--- src/rtl/ysyx_24090013_wb_regfile_if.sv ---
// EX -> WB result handshake: EX drives the result and valid, WB answers with ready.
interface ysyx_24090013_wb_regfile_if;
  logic        ex_valid;
  logic        ex_ready;
  logic [31:0] ex_reg_rd_data;
  logic [4:0]  ex_reg_rd_addr;
  logic        ex_reg_rd_wen;

  modport master (
    output ex_valid, ex_reg_rd_data, ex_reg_rd_addr, ex_reg_rd_wen,
    input  ex_ready
  );

  modport slave (
    input  ex_valid, ex_reg_rd_data, ex_reg_rd_addr, ex_reg_rd_wen,
    output ex_ready
  );
endinterface

--- src/rtl/ysyx_24090013_wb_regfile.sv ---
// Write-back stage: one-entry WB register, 32x32 register file (x0 = 0), two ID read
// ports and a commit trace. Define YSYX_24090013_WB_BYPASS_EN to forward the pending entry.
module ysyx_24090013_wb_regfile (
  input  logic                            clk,
  input  logic                            rst_n,
  ysyx_24090013_wb_regfile_if.slave       ex,
  input  logic                            wb_stall,
  input  logic [4:0]                      id_rs1_addr,
  input  logic [4:0]                      id_rs2_addr,
  output logic [31:0]                     id_rs1_data,
  output logic [31:0]                     id_rs2_data,
  output logic                            wb_commit_valid,
  output logic [4:0]                      wb_commit_addr,
  output logic [31:0]                     wb_commit_data,
  output logic [31:0]                     wb_retire_cnt
);

  logic        r_wb_valid;
  logic [31:0] r_wb_data;
  logic [4:0]  r_wb_addr;
  logic        r_wb_wen;
  logic [31:0] r_regs [32];
  logic [31:0] r_retire_cnt;

  logic        w_commit;
  logic        w_capture;
  logic        w_ready;

  assign w_ready   = !r_wb_valid || !wb_stall;
  assign w_commit  = r_wb_valid && !wb_stall;
  assign w_capture = ex.ex_valid && w_ready;

  assign ex.ex_ready      = w_ready;
  assign wb_commit_valid  = w_commit;
  assign wb_commit_addr   = (w_commit && r_wb_wen) ? r_wb_addr : '0;
  assign wb_commit_data   = w_commit ? r_wb_data : '0;
  assign wb_retire_cnt    = r_retire_cnt;

  always_ff @(posedge clk or negedge rst_n) begin
    if (!rst_n) begin
      r_wb_valid   <= 1'b0;
      r_wb_data    <= '0;
      r_wb_addr    <= '0;
      r_wb_wen     <= 1'b0;
      r_retire_cnt <= '0;
    end else begin
      if (w_commit) begin
        r_retire_cnt <= r_retire_cnt + 32'd1;
      end
      // A same-edge capture overwrites the committing entry and keeps valid set.
      if (w_capture) begin
        r_wb_valid <= 1'b1;
        r_wb_data  <= ex.ex_reg_rd_data;
        r_wb_addr  <= ex.ex_reg_rd_addr;
        r_wb_wen   <= ex.ex_reg_rd_wen;
      end else if (w_commit) begin
        r_wb_valid <= 1'b0;
      end
    end
  end

  always_ff @(posedge clk or negedge rst_n) begin
    if (!rst_n) begin
      for (int unsigned i = 0; i < 32; i++) begin
        r_regs[i] <= '0;
      end
    end else if (w_commit && r_wb_wen && (r_wb_addr != 5'd0)) begin
      r_regs[r_wb_addr] <= r_wb_data;
    end
  end

  always_comb begin
    id_rs1_data = '0;
    id_rs2_data = '0;
    if (id_rs1_addr != 5'd0) begin
      id_rs1_data = r_regs[id_rs1_addr];
`ifdef YSYX_24090013_WB_BYPASS_EN
      if (r_wb_valid && r_wb_wen && (r_wb_addr == id_rs1_addr)) begin
        id_rs1_data = r_wb_data;
      end
`endif
    end
    if (id_rs2_addr != 5'd0) begin
      id_rs2_data = r_regs[id_rs2_addr];
`ifdef YSYX_24090013_WB_BYPASS_EN
      if (r_wb_valid && r_wb_wen && (r_wb_addr == id_rs2_addr)) begin
        id_rs2_data = r_wb_data;
      end
`endif
    end
  end

endmodule

--- src/flat_wrapper.sv ---
// flat-port wrapper written by rule: the top's interface ports become plain ports
module ysyx_24090013_wb_regfile_flat 
  (clk, rst_n, wb_stall, id_rs1_addr, id_rs2_addr, id_rs1_data, id_rs2_data, wb_commit_valid, wb_commit_addr, wb_commit_data, wb_retire_cnt, ex_ex_valid, ex_ex_reg_rd_data, ex_ex_reg_rd_addr, ex_ex_reg_rd_wen, ex_ex_ready);
  ysyx_24090013_wb_regfile_if ex_i ();
  input  logic clk;
  input  logic rst_n;
  input  logic wb_stall;
  input  logic [4:0] id_rs1_addr;
  input  logic [4:0] id_rs2_addr;
  output logic [31:0] id_rs1_data;
  output logic [31:0] id_rs2_data;
  output logic wb_commit_valid;
  output logic [4:0] wb_commit_addr;
  output logic [31:0] wb_commit_data;
  output logic [31:0] wb_retire_cnt;
  input wire logic [$bits(ex_i.ex_valid)-1:0] ex_ex_valid;
  input wire logic [$bits(ex_i.ex_reg_rd_data)-1:0] ex_ex_reg_rd_data;
  input wire logic [$bits(ex_i.ex_reg_rd_addr)-1:0] ex_ex_reg_rd_addr;
  input wire logic [$bits(ex_i.ex_reg_rd_wen)-1:0] ex_ex_reg_rd_wen;
  output wire logic [$bits(ex_i.ex_ready)-1:0] ex_ex_ready;
  assign ex_i.ex_valid = ex_ex_valid;
  assign ex_i.ex_reg_rd_data = ex_ex_reg_rd_data;
  assign ex_i.ex_reg_rd_addr = ex_ex_reg_rd_addr;
  assign ex_i.ex_reg_rd_wen = ex_ex_reg_rd_wen;
  assign ex_ex_ready = ex_i.ex_ready;
  ysyx_24090013_wb_regfile u_core (.clk(clk), .rst_n(rst_n), .ex(ex_i), .wb_stall(wb_stall), .id_rs1_addr(id_rs1_addr), .id_rs2_addr(id_rs2_addr), .id_rs1_data(id_rs1_data), .id_rs2_data(id_rs2_data), .wb_commit_valid(wb_commit_valid), .wb_commit_addr(wb_commit_addr), .wb_commit_data(wb_commit_data), .wb_retire_cnt(wb_retire_cnt));
endmodule
--- config.mk ---
export PLATFORM = sky130hd
export DESIGN_NAME = ysyx_24090013_wb_regfile_flat
export DESIGN_NICKNAME = d
export VERILOG_FILES = /design/src/rtl/ysyx_24090013_wb_regfile_if.sv /design/src/rtl/ysyx_24090013_wb_regfile.sv /design/src/flat_wrapper.sv
export SDC_FILE = /design/constraint.sdc
export NUM_CORES = 2
export LEC_CHECK = 0
export BUFFER_PORTS_ARGS = -buffer_cell sky130_fd_sc_hd__buf_2
export CAP_MARGIN = 20
export CELL_PAD_IN_SITES_DETAIL_PLACEMENT = 1
export CELL_PAD_IN_SITES_GLOBAL_PLACEMENT = 1
export CORE_ASPECT_RATIO = 1.5
export CORE_MARGIN = 3
export CORE_UTILIZATION = 54
export CTS_CLUSTER_DIAMETER = 60
export DETAILED_ROUTE_END_ITERATION = 10
export GPL_TIMING_DRIVEN = 0
export PLACE_DENSITY_LB_ADDON = 0.1
export SLEW_MARGIN = 20
export SYNTH_ARGS = -nofsm -noshare
export SYNTH_HDL_FRONTEND = slang
export SYNTH_SLANG_ARGS = --single-unit
--- constraint.sdc ---
create_clock -name clk -period 2.7 [get_ports clk]
set_input_delay 0.405 -clock clk [delete_from_list [all_inputs] [get_ports clk]]
set_output_delay 0.405 -clock clk [all_outputs]
set_load 0.005 [all_outputs]
==> impl_metrics.toml <==
[outcome]
outcome = "complete, but fails checks"
violations = "setup timing"

[drt]
drc = 0
drt_iter0_drc = 4260
via_per_inst = 7.281
met1Wirelength_mm = 81.67
post_drt_wl_per_cell_um = 41.39
top_layer = "met5"
first_pass_iters = 5
drtAntennaViolNets = 0
route.met3.wl_mm = 20.45
wl_mm = 238.2
wl_met2_mm = 110.8
vias = 41900

[synth]
synthSimpleGateAreaFrac_pct = 2.602
synth_top_flop_cell = "dfrtp_1"
syn-cell-area_um2 = 57800
synth_top_family_by_area = "multiplexers"
synth_edf_count = 0
synth-xor-area-share_pct = 0.4698
synthMuxAreaShare_pct = 41.01
yosys_warnings = 0
synth.distinct_cells = 49
synth_nets = 3924
yosysSeqAreaShare_pct = 47.41
synthArstFlopShare_pct = 100.0
synthAdderAreaFrac_pct = 0.02165
ys_ff_latch = 1095
synth_area_leaders = "dfrtp_1 (47%), mux2_2 (19%), mux4_2 (17%), mux2i_1 (2.2%), mux2_1 (2.1%)"
syn_inst = 3871
synth.avg_cell_area_um2 = 14.93
synth_area_leader_cell = "dfrtp_1"
synth_compound_area_share_pct = 4.572
synth_top_area_share_pct = 47.41

[setup_path]
crit_path_end_kind = "primary output"
r2r_start = "u_core.r_wb_addr[4]$_DFFE_PN0P_"
cpMaxStageDelayCell = "a22oi_2"
startpoint_type = "input port"
crit_chain = "buf_4, buf_6, buf_2, mux4_2, a22oi_2, a311oi_4, buf_2"
crit_type = "in -> out"
slowest_delay_ns = 0.45
crit_required_ns = 2.30
worstPathArrival_ns = 2.61
worstReg2RegEnd = "u_core.r_regs[626]$_DFFE_PN0P_"
crit_fanout = 10
cp_common_cell = "buf_2"
r2r_cells = 5
worst-r2r-setup-slack_ns = -0.03

[run]
cap_violations = 0

[global_route]
grt_first_pass_wirelength_mm = 332.8
grt_overflow = 0
grtUsageTotal_pct = 42.94
antenna_found_initial = 8
grt_pass1_vias = 44782
grt_max_degree = 134

[timing]
worst_pin_slew_ns = 1.314
final_hold_viol_count = 0
min_period_over_period_pct = 111.8
skew_ns = 0.03169
relSlewSlack_pct = 12.37
whs_ns = 0.4330
grt_setup_unrepaired = "true"
tns_ns = -6.845
period_needed_ns = 3.018
setup_ws_ns = -0.3177
fmax_mhz = 331.4
setup_viol = 96
drv_slew = 0

[cts]
root_buffer = "clkbuf_16"
h-tree-depth = 3
cts.sinks = 1095
tritoncts = "built"
worstSkewPairLatency_ns = 0.75
clk_pin_slew_worst_paths_ns = 0.06
clock_path_buffers = 3
cts_buffers = 109

[layout]
finalNonFillerCells = 5755
drive_above_1_share_pct = 57.37
final_util_pct = 64.51
final_area_um2 = 68350
syn2layout_area_growth_pct = 18.26
fin_nets = 4306

[min_path]
hp-start = "ex_ex_reg_rd_data[26]"
hold_end = "u_core.r_wb_data[26]$_DFFE_PN0P_"
worstHoldPathType = "in -> reg"
hold_path_depth = 3

[floorplan]
core_area_um2 = 106000
dieWidth_um = 273.1
start_util_pct = 54.55
fp.dieH_um = 406.7
rows = 146
die-area_um2 = 111100
num_io_pins = 187

[placement]
placed_area_um2 = 60780
hpwl_mm = 160.4
dp_cells = 5467
preCtsSetupSlack_ns = -1.731
io_buffers = 178
gp_congestion = 0.9651

[pwr]
power_mw = 52.62
p_per_area_nw_per_um2 = 769.9
vdd_ir_drop_max_mv = 0.6692
power_leakage_nw = 30.90
==> how the worst max path moves through the flow <==
stage | to | startpoint | slack [ns]
final | id_rs2_data[1] | id_rs2_addr[2] | -0.32
after global routing | id_rs2_data[1] | id_rs2_addr[2] | -0.23
after CTS | id_rs1_data[10] | u_core.r_regs[906]$_DFFE_PN0P_ | -0.20
after detailed placement | id_rs2_data[3] | id_rs2_addr[3] | -1.73
after global placement | u_core.r_regs[841]$_DFFE_PN0P_ | rst_n | -23.36
after floorplan | id_rs1_data[7] | id_rs1_addr[0] | 0.53
==> Yosys cell counts (16+ instances only) <==
| cell type | n |
|---|---|
| nand3_1 | 19 |
| o2111ai_1 | 16 |
| clkbuf_1 | 207 |
| dfrtp_1 | 1095 |
| nor2_1 | 17 |
| a221oi_1 | 48 |
| nor2b_1 | 71 |
| xnor2_1 | 28 |
| mux2i_1 | 128 |
| mux2_2 | 989 |
| mux4_2 | 448 |
| and2_1 | 36 |
| a211oi_1 | 64 |
| mux2_1 | 106 |
| buf_4 | 72 |
| o21ai_0 | 104 |
| buf_2 | 144 |
| a22oi_1 | 64 |
| buf_6 | 18 |
| a311oi_1 | 64 |
| nand2_1 | 56 |
==> logic make-up after synthesis <==
| logic type | Yosys count |
|---|---|
| and+or+nand+nor | 258 |
| adders and majority gates | 1 |
| buffers and inverters | 447 |
| xor gates and xnor gates | 31 |
| AOI/OAI and AO/OA | 368 |
| muxes | 1671 |
| DFF | 1095 |
==> report_power, final <==
part	total (mW)	internal (mW)	switching (mW)
clock network	16.3	9.26	7.08
logic	13.1	7.07	6.07
registers	23.1	20.1	3.08
total	52.6	36.4	16.2
==> placed cells by master, fill, tap and decap left out, types with 36 or more instances in the layout <==
cell | synthesis | layout
dlygate4sd3_1 | 0 | 43
mux2_2 | 989 | 955
buf_2 | 144 | 260
mux2i_1 | 128 | 127
dfrtp_1 | 1095 | 1095
a22oi_2 | 0 | 36
clkbuf_16 | 0 | 110
clkbuf_1 | 207 | 156
mux4_2 | 448 | 448
mux2_1 | 106 | 106
buf_4 | 72 | 122
nor2b_1 | 71 | 38
buf_6 | 18 | 50
nand2_1 | 56 | 55
a311oi_2 | 0 | 59
o21ai_2 | 0 | 58
==> flip-flops by register name (all words and copies together), names as in the netlist <==
signal,flops
u_core.r_wb_valid,1
u_core.r_wb_wen,1
u_core.r_wb_addr,5
u_core.r_regs,1024
u_core.r_wb_data,32
u_core.wb_retire_cnt,32
==> worst max-delay path, delay by kind of cell <==
| family | cells | cell delay [ns] |
|---|---|---|
| AOI/OAI and AO/OA | 2 | 0.67 |
| buffers and inverters | 4 | 1.09 |
| muxes | 1 | 0.41 |
==> repair_timing <==
item                                    4_1_cts  5_1_grt
gates cloned                                  1        1
hold buffers                                 45        4
hold endpoints to repair                    242      128
gates resized for setup                     619      168
endpoints found under the setup margin      247      188
pin swaps                                   104       52
buffers inserted                             21       11
==> per-layer routing <==
metal  vias to the layer above  track usage, %
met5                         -               0
met4                         4           38.52
met3                      1096           10.24
met2                      2701           66.77
met1                     22463           49.51
li1                      15636               -
==> area by class of cell <==
| cell class | count | area (um^2) |
|---|---|---|
| buffer | 441 | 2980 |
| tap | 1406 | 1759 |
| multi-input combinational | 2329 | 30340 |
| clock inverter | 49 | 658.1 |
| antenna | 9 | 22.52 |
| inverter | 3 | 11.26 |
| timing repair buffer | 274 | 2086 |
| sequential | 1095 | 27400 |
| fill | 9511 | 37600 |
| clock buffer | 149 | 3088 |
Note: power is estimated with default switching activity, not from simulation.
